File: src/rtl/dsound_pkg.sv
// rtl/dsound_pkg.sv - shared types and constants for the Direct Sound FIFO producer side
package dsound_pkg;

  localparam int DSOUND_FIFO_DEPTH   = 8;
  localparam int DSOUND_REFILL_LEVEL = 4;

  typedef logic [3:0]  fifo_size_t;
  typedef logic [31:0] fifo_word_t;

  // Byte lanes of a sample word: L half = lanes 0..1, H half = lanes 2..3
  localparam int LANE_L_LO = 0;
  localparam int LANE_L_HI = 1;
  localparam int LANE_H_LO = 2;
  localparam int LANE_H_HI = 3;

  function automatic logic needs_refill(input fifo_size_t size);
    return size <= fifo_size_t'(DSOUND_REFILL_LEVEL);
  endfunction

endpackage

File: src/rtl/dsound_fifo_stage.sv
// rtl/dsound_fifo_stage.sv - byte-lane staging register that assembles bus writes into sample words
module dsound_fifo_stage
  import dsound_pkg::*;
(
  input  logic       clock,
  input  logic       reset_n,
  input  logic       clr,
  input  logic       wr_en,
  input  logic [3:0] wr_be,
  input  fifo_word_t wr_data,
  output logic       commit,
  output fifo_word_t word
);

  fifo_word_t staging;
  logic [3:0] lane_vld;
  logic [3:0] be_eff;

  assign be_eff = wr_en ? wr_be : 4'h0;
  // Writing the top lane closes the word, whatever lanes arrived before it
  assign commit = be_eff[LANE_H_HI];

  always_comb begin
    word = '0;
    for (int i = 0; i < 4; i++) begin
      if (be_eff[i])
        word[8*i +: 8] = wr_data[8*i +: 8];
      else if (lane_vld[i])
        word[8*i +: 8] = staging[8*i +: 8];
    end
  end

  always_ff @(posedge clock or negedge reset_n) begin
    if (!reset_n) begin
      staging  <= '0;
      lane_vld <= '0;
    end else if (clr || commit) begin
      staging  <= '0;
      lane_vld <= '0;
    end else if (wr_en) begin
      staging  <= word;
      lane_vld <= lane_vld | wr_be;
    end
  end

endmodule

File: src/rtl/direct_sound_fifo.sv
// rtl/direct_sound_fifo.sv - Direct Sound channel word FIFO with lane-merging producer side
// Optional sticky error flags: DSOUND_FIFO_STICKY_EN
module direct_sound_fifo
  import dsound_pkg::*;
#(
  parameter int DEPTH  = DSOUND_FIFO_DEPTH,
  parameter int DATA_W = 32
) (
  input  logic        clock,
  input  logic        reset_n,
  input  logic        wr_en,
  input  logic [3:0]  wr_be,
  input  logic [31:0] wr_data,
  input  logic        FIFO_re,
  input  logic        FIFO_clr,
  output logic [31:0] FIFO_value,
  output logic [3:0]  FIFO_size,
  output logic        full,
  output logic        overflow,
  output logic        underflow
`ifdef DSOUND_FIFO_STICKY_EN
  ,
  input  logic        status_clr,
  output logic        ovf_sticky,
  output logic        udf_sticky
`endif
);

  localparam int PW = $clog2(DEPTH);
  localparam int CW = PW + 1;

  logic [DATA_W-1:0] mem [DEPTH];
  logic [PW-1:0]     rd_ptr, wr_ptr;
  logic [CW-1:0]     count, count_nxt;

  logic       push, push_ok, pop_ok;
  logic       ovf_nxt, udf_nxt;
  fifo_word_t push_word;

  dsound_fifo_stage u_stage (
    .clock   (clock),
    .reset_n (reset_n),
    .clr     (FIFO_clr),
    .wr_en   (wr_en),
    .wr_be   (wr_be),
    .wr_data (wr_data),
    .commit  (push),
    .word    (push_word)
  );

  // A same-cycle pop frees the slot, so a full FIFO still accepts the push
  assign pop_ok  = FIFO_re && (count != '0);
  assign push_ok = push && ((count != CW'(DEPTH)) || pop_ok);
  assign ovf_nxt = push && !push_ok;
  assign udf_nxt = FIFO_re && (count == '0);

  always_comb begin
    count_nxt = count;
    case ({push_ok, pop_ok})
      2'b10:   count_nxt = count + CW'(1);
      2'b01:   count_nxt = count - CW'(1);
      default: count_nxt = count;
    endcase
  end

  always_ff @(posedge clock or negedge reset_n) begin
    if (!reset_n) begin
      rd_ptr    <= '0;
      wr_ptr    <= '0;
      count     <= '0;
      overflow  <= 1'b0;
      underflow <= 1'b0;
    end else if (FIFO_clr) begin
      rd_ptr    <= '0;
      wr_ptr    <= '0;
      count     <= '0;
      overflow  <= 1'b0;
      underflow <= 1'b0;
    end else begin
      if (push_ok) wr_ptr <= wr_ptr + PW'(1);
      if (pop_ok)  rd_ptr <= rd_ptr + PW'(1);
      count     <= count_nxt;
      overflow  <= ovf_nxt;
      underflow <= udf_nxt;
    end
  end

  always_ff @(posedge clock) begin
    if (!FIFO_clr && push_ok)
      mem[wr_ptr] <= push_word;
  end

  assign FIFO_value = (count != '0) ? mem[rd_ptr] : '0;
  assign FIFO_size  = fifo_size_t'(count);
  assign full       = (count == CW'(DEPTH));

`ifdef DSOUND_FIFO_STICKY_EN
  always_ff @(posedge clock or negedge reset_n) begin
    if (!reset_n) begin
      ovf_sticky <= 1'b0;
      udf_sticky <= 1'b0;
    end else if (FIFO_clr) begin
      ovf_sticky <= 1'b0;
      udf_sticky <= 1'b0;
    end else begin
      if (ovf_nxt)         ovf_sticky <= 1'b1;
      else if (status_clr) ovf_sticky <= 1'b0;
      if (udf_nxt)         udf_sticky <= 1'b1;
      else if (status_clr) udf_sticky <= 1'b0;
    end
  end
`endif

endmodule

File: config.mk
export PLATFORM = sky130hd
export DESIGN_NAME = direct_sound_fifo
export DESIGN_NICKNAME = d
export VERILOG_FILES = /design/src/rtl/dsound_pkg.sv /design/src/rtl/dsound_fifo_stage.sv /design/src/rtl/direct_sound_fifo.sv
export SDC_FILE = /design/constraint.sdc
export NUM_CORES = 1
export LEC_CHECK = 0
export CORE_ASPECT_RATIO = 0.9
export CORE_MARGIN = 3
export CORE_UTILIZATION = 50
export DETAILED_ROUTE_END_ITERATION = 7
export MAX_ROUTING_LAYER = met4
export PLACE_DENSITY = 0.68
export REMOVE_ABC_BUFFERS = 1
export SYNTH_ARGS = -nofsm -noshare
export SYNTH_HDL_FRONTEND = slang
export SYNTH_SLANG_ARGS = --single-unit
File: constraint.sdc
create_clock -name clock -period 5.7 [get_ports clock]
set_input_delay 0.855 -clock clock [delete_from_list [all_inputs] [get_ports clock]]
set_output_delay 0.855 -clock clock [all_outputs]
set_load 0.02 [all_outputs]
==> impl_metrics.py, run 1 <==
metrics = {
    "grt": {
        "gr-usage-all-layers_pct": 20.9,
        "gr-usage-met1_pct": 30.2,
        "grt-ovfl-total": 0,
        "grt_util_met3_pct": 3.24,
        "gr-usage-met2_pct": 32.0,
        "grt_pass1_wl_um": 41000,
        "antenna_found_initial": 1,
        "busiest_layer": "met2",
        "grt_pass1_vias": 6915,
        "grt_max_degree": 49,
    },
    "cts": {
        "cts_resized": 0,
        "cts_max_path_buffers": 3,
        "postCtsSetupBuffers": 0,
        "path_clk_slew_ns": 0.06,
        "htreeDepth": 1,
        "clock_sinks": 304,
        "cts_buffers": 30,
        "cts_tree": "done",
        "clk_latency_ns": 0.56,
        "clk_root_buffer_cell": "clkbuf_16",
        "hold_buffers": 0,
    },
    "detailed_routing": {
        "drc": 0,
        "num_vias": 6652,
        "antenna_left": 0,
        "wire_per_inst_um": 23.7,
        "drt_first_pass_iters": 7,
        "drt_iter0_markers": 606,
        "via_per_inst": 5.90,
        "drt-total-wl_um": 26700,
    },
    "synthesis": {
        "synth_top_family_by_area": "multiplexers",
        "yosys.area_share.simple_pct": 6.88,
        "ys_types": 55,
        "ys_ff_latch": 304,
        "yosys.area.top_type": "edfxtp_1",
        "seq_area_frac_synth_pct": 71.5,
        "synth_area_leaders": "edfxtp_1 62%, mux4_2 12%, dfrtp_1 9.7%, mux2i_1 2.7%, nand2_1 2.2%",
        "syn-instance-count": 707,
        "synth-edff-count": 256,
        "synth-xor-area-share_pct": 0.423,
        "syn-cell-area_um2": 12400,
        "yosys-top-cells-count": "256 x edfxtp_1, 73 x nand2_1, 64 x mux4_2",
        "ys_dominant_reg_cell": "edfxtp_1",
        "yosysTopAreaCellShare_pct": 61.9,
        "synth.avg_cell_area_um2": 17.6,
        "synth.mux.area_fraction_pct": 14.5,
        "yosys.area_share.adder_pct": 0.564,
        "synthArstFlopShare_pct": 15.8,
        "synth_compound_area_share_pct": 4.08,
        "yosys_warnings": 0,
        "synth_most_common_cell": "edfxtp_1",
    },
    "floorplan": {
        "dieArea_um2": 26800,
        "fp.dieH_um": 156,
        "fp.coreArea_um2": 24300,
        "num_rows": 54,
        "chipWidth_um": 172,
        "ios": 80,
        "start_util_pct": 51.1,
    },
    "power_and_ir_drop": {
        "p_seq_share_pct": 42.7,
        "power_density_nw_per_um2": 411,
        "p_int_uw": 4390,
        "swShare_pct": 27.1,
        "ir_worst_vdd_uv": 258,
        "pwr-share-clk_pct": 34.9,
        "p_leak_uw": 0.00494,
        "power.switching_uw": 1630,
        "p_comb_share_pct": 22.4,
    },
    "timing": {
        "period_share_pct": 72.9,
        "finClkSkew_ns": 0.0156,
        "period_minus_slack_ns": 4.16,
        "fmaxAchievable_mhz": 241,
        "final_max_slew_viol_count": 0,
        "worst_slew_pin_slew_ns": 1.25,
        "timing.hold.ws_ns": 0.434,
        "finalHoldViolations": 0,
        "finalSetupViolCount": 0,
        "tns_ns": 0,
        "relSlewSlack_pct": 17.0,
        "grt_setup_unrepaired": "no",
    },
    "finish": {
        "final_nets": 842,
        "fin_util_pct": 60.2,
        "drive_gt1_share_pct": 20.1,
        "antenna_cells": 0,
        "area_growth_pct": 17.9,
    },
    "setup_path": {
        "cp_data_required_time_ns": 4.85,
        "cp_max_fo": 21,
        "reg2regPathDepth": 8,
        "cp_data_arrival_time_ns": 3.30,
        "worst_setup_path_start_kind": "flop",
        "setup.worst_path.class": "reg2out",
        "end_kind": "primary output",
    },
    "placed_design": {
        "place_congestion": 0.755,
        "post-dp-hpwl_um": 15800,
        "io_buffers": 79,
    },
    "job": {
        "cap_viol_max_count": 0,
    },
    "status": {
        "outcome": "finished, final reports clean",
    },
    "min_path": {
        "hold_path.class": "in2async",
    },
}
## state kept, by name, indices dropped and copies added, names as in the netlist
signal            cells
FIFO_size             4
mem                 256
overflow              1
rd_ptr                3
u_stage.lane_vld      4
u_stage.staging      32
underflow             1
wr_ptr                3
## kinds of logic after synthesis
family,Yosys count
flops,304
buf+inv,43
mux,100
fa+ha+maj,5
compound gates,71
xor+xnor,6
simple gates,178
## stage by stage
stage               total power (µW)  cells  cell area, µm²  worst slack, ns
floorplan                       3460    666           12200            0.590
global placement                3980   1072           13500             2.03
detailed placement              3990   1072           13500             1.96
CTS                             6090   1128           14600             1.42
global route                    6270   1128           14600             1.28
finish                          6020   1128           14600             1.54
## path summary, 6_finish.rpt
path	to	startpoint	slack [ns]
min in group clock	u_stage.staging[24]	u_stage.staging[24]	0.49
min reg2reg	u_stage.staging[24]	u_stage.staging[24]	0.49
min	FIFO_size[0]	reset_n	0.43
max	FIFO_value[20]	FIFO_size[1]	1.54
max reg2reg	FIFO_size[3]	FIFO_size[1]	3.01
max in group asynchronous	rd_ptr[0]	reset_n	4.74
## per-layer routing
metal	up-vias	wire, µm
met4	0	527
met3	40	1690
li1	2946	-
met2	247	12800
met5	-	0
met1	3419	11700
## placed cells by master (no fill, tap or decap), drive strengths merged, types with 4 or more instances in the layout
master,n
a21oi,9
a22o,24
and2,14
buf,20
clkbuf,43
clkdlybuf4s50,78
clkinv,11
dfrtp,48
edfxtp,256
ha,4
mux2i,34
mux4,64
nand2,74
nand3,12
nor2,50
nor3,5
nor3b,6
o21ai,26
## power by group through the flow
stage          Clock (µW)  Sequential [µW]  Combinational, µW
4_1_cts              2140             2580               1370
3_3_place_gp            0             2620               1360
6_report             2100             2570               1350
3_5_place_dp            0             2620               1370
2_1_floorplan           0             2650                812
5_1_grt              2230             2590               1450
## layout make-up
type | count | area (µm²)
Tap cell | 308 | 385
Timing Repair Buffer | 98 | 928
Multi-Input combinational cell | 360 | 3330
Sequential cell | 304 | 8890
Clock buffer | 43 | 998
Clock inverter | 13 | 105
Fill cell | 1763 | 9680
Inverter | 2 | 7.51
## critical path: stages, from the launching register on
cell	delay, ns
dfrtp_1	0.50
or3_4	0.48
nor2_2	0.65
buf_4	0.43
nor2_1	0.12
clkdlybuf4s50_1	0.56
Note: power is estimated with default switching activity, not from simulation.
==> inputs of run 2 (changes only) <==
==> constraint.sdc (replaced) <==
create_clock -name clock -period 3.9 [get_ports clock]
set_input_delay 0.585 -clock clock [delete_from_list [all_inputs] [get_ports clock]]
set_output_delay 0.585 -clock clock [all_outputs]
set_load 0.02 [all_outputs]
==> run 2 against run 1 <==
  * Non-clock buffer count is 4 higher
  * Count of clock-buffer cells in the layout shrank 6
  * Sequential power is 44% higher
  * Utilization barely moved
  * Combinational power grew 54%
  * Global-route usage about the same
  * Wire length shrank 0.51%
  * Hold slack got worse by 0.42 ns
  * Largest cell class unchanged
  * Largest power group unchanged
  * Highest routed layer unchanged
==> impl_metrics.py, run 2 (synthesis results as in run 1) <==
metrics = {
    "status": {
        "outcome": "finished, final reports clean",
    },
    "detailed_routing": {
        "wire_per_inst_um": 23.4,
        "drt_first_pass_iters": 5,
        "num_vias": 6692,
        "drc": 0,
        "drt-total-wl_um": 26600,
        "drt_iter0_markers": 720,
        "via_per_inst": 5.91,
        "antenna_left": 0,
    },
    "finish": {
        "layout_commonest_cell": "edfxtp_1",
        "final_nets": 847,
        "top_regs": "mem: 256 flops, u_stage.staging: 32 flops",
        "stdcell_area_um2": 14700,
        "regMostFlops": "mem",
        "antenna_cells": 0,
        "area_growth_pct": 17.9,
        "fillCellCount": 1766,
        "largest_register_ffs": 256,
        "drive_gt1_share_pct": 19.2,
        "layout_common_cells": "256 x edfxtp_1, 78 x clkdlybuf4s50_1, 73 x nand2_1",
    },
    "grt": {
        "grt_max_degree": 61,
        "grt_pass1_wl_um": 41200,
        "grt-ovfl-total": 0,
        "antenna_found_initial": 0,
        "grt_pass1_vias": 7037,
        "gr-usage-all-layers_pct": 20.9,
    },
    "timing": {
        "relSlewSlack_pct": 24.5,
        "worst_slew_pin_slew_ns": 1.12,
        "tns_ns": 0,
        "final_max_slew_viol_count": 0,
        "finalHoldViolations": 0,
        "period_share_pct": 91.3,
        "finClkSkew_ns": 0.00991,
        "grt_setup_unrepaired": "no",
        "fmaxAchievable_mhz": 281,
        "period_minus_slack_ns": 3.56,
        "finalSetupViolCount": 0,
    },
    "power_and_ir_drop": {
        "p_seq_share_pct": 43.0,
        "swShare_pct": 27.3,
        "p_int_uw": 6260,
        "power.switching_uw": 2350,
        "p_total_uw": 8610,
        "power_density_nw_per_um2": 587,
        "p_leak_uw": 0.00489,
        "pwr-share-clk_pct": 32.9,
        "ir_worst_vdd_uv": 310,
        "p_comb_share_pct": 24.1,
    },
    "setup_path": {
        "end_kind": "primary output",
        "reg2reg_to": "FIFO_size[3]",
        "path_cells": "buf_12 > mux4_2 > mux2i_1 > nor2_1 > clkdlybuf4s50_1",
        "cp_data_arrival_time_ns": 2.97,
        "worstSetupPathDepth": 5,
        "setup.worst_path.class": "reg2out",
        "setup.worst_path.end": "FIFO_value[6]",
        "cp_data_required_time_ns": 3.31,
        "reg2reg_from": "FIFO_size[1]",
        "r2r_setup_slack_ns": 1.18,
        "crit_path_top_delay_cell": "dfrtp_4",
        "path_delay_family": "buffers and inverters",
        "slowest_delay_ns": 0.70,
        "path_buf_inv": 2,
        "cp_max_fo": 26,
        "reg2regPathDepth": 8,
        "crit_path_start": "rd_ptr[0]",
        "worst_setup_path_start_kind": "flop",
    },
    "placed_design": {
        "io_buffers": 79,
        "post-dp-hpwl_um": 15500,
        "dpl_cell_area_um2": 13700,
        "place_congestion": 0.780,
    },
    "job": {
        "cap_viol_max_count": 0,
    },
    "cts": {
        "clock_sinks": 304,
        "hold_buffers": 0,
        "htreeDepth": 1,
        "cts_resized": 0,
        "postCtsSetupBuffers": 0,
        "clk_latency_ns": 0.55,
        "cts_tree": "done",
        "cts_max_path_buffers": 3,
        "clk_root_buffer_cell": "clkbuf_16",
        "path_clk_slew_ns": 0.06,
        "cts_buffers": 31,
    },
    "floorplan": {
        "ios": 80,
        "chipWidth_um": 172,
        "fp.dieH_um": 156,
        "start_util_pct": 51.1,
        "num_rows": 54,
        "fp.coreArea_um2": 24300,
        "dieArea_um2": 26800,
    },
    "min_path": {
        "hold_path.class": "in2async",
    },
}
[run 2: cell count changes in the layout (fill, tap and decap cells not counted), sizes merged]
| cell | previous run | this run |
|---|---|---|
| buf | 20 | 24 |
| bufinv | 1 | 3 |
| clkbuf | 43 | 37 |
| clkinv | 11 | 14 |
| clkinvlp | 0 | 3 |
| inv | 3 | 2 |
[run 2: final cells by class]
class	count	area [µm²]	share of cell area [%]
timing repair buffer	102	1060	7.22
inverter	2	7.51	0.0512
sequential	304	8890	60.7
clock inverter	20	181	1.24
clock buffer	37	798	5.45
tap	308	385	2.63
multi-input combinational	360	3330	22.7
[run 2: worst min path at each step]
stage	to	slack, ns	cells after the start	start
final	FIFO_size[0]	0.02	1	reset_n
after global routing	FIFO_size[0]	0.04	1	reset_n
after global placement	u_stage.staging[25]	0.47	1	u_stage.staging[25]
after detailed placement	u_stage.staging[29]	0.48	1	u_stage.staging[29]
after CTS	FIFO_size[0]	0.02	1	reset_n
after floorplan	FIFO_size[0]	0.29	0	reset_n
[run 2: metrics by stage]
stage	setup slack [ns]	hold slack, ns	utilization, %	std cells
6_report	0.340	0.0151	60.2	1133
5_1_grt	0.207	0.0425	60.2	1133
4_1_cts	0.287	0.0159	60.2	1133
3_5_place_dp	0.846	0.476	56.2	1076
3_3_place_gp	0.842	0.471	56.2	1076
2_1_floorplan	-0.940	0.289	-	666
[run 2: worst reg2reg max path, stage by stage, from the launching register on]
cell	delay, ns
dfrtp_1	0.51
or4_4	0.63
nand2_2	0.15
nor2_1	0.11
ha_1	0.37
nand3_2	0.12
nand2_1	0.13
or4b_1	0.45
a31oi_1	0.17
[run 2: power groups by stage]
stage | clock network (µW) | logic (µW) | registers, µW
after floorplan | 0 | 1190 | 3870
after global placement | 0 | 2070 | 3760
after detailed placement | 0 | 2100 | 3770
after CTS | 2880 | 2110 | 3700
after global routing | 3010 | 2230 | 3720
final | 2830 | 2080 | 3700
[run 2: layer usage]
metal	vias up	part of all wire, %	global-route usage (%)
li1	2959	-	-
met1	3467	45	30.2
met2	226	48	32.6
met3	40	5.2	2.99
met4	0	1.6	4.14
met5	-	0	-
==> inputs of run 3 (changes only) <==
--- a/config.mk
+++ b/config.mk
@@ -5,6 +5,7 @@
 export SDC_FILE = /design/constraint.sdc
 export NUM_CORES = 1
 export LEC_CHECK = 0
+export CAP_MARGIN = 20
 export CORE_ASPECT_RATIO = 0.9
 export CORE_MARGIN = 3
 export CORE_UTILIZATION = 50
==> results of run 3 <==
No change in the layout: final DEF, timing and power equal those of run 2.
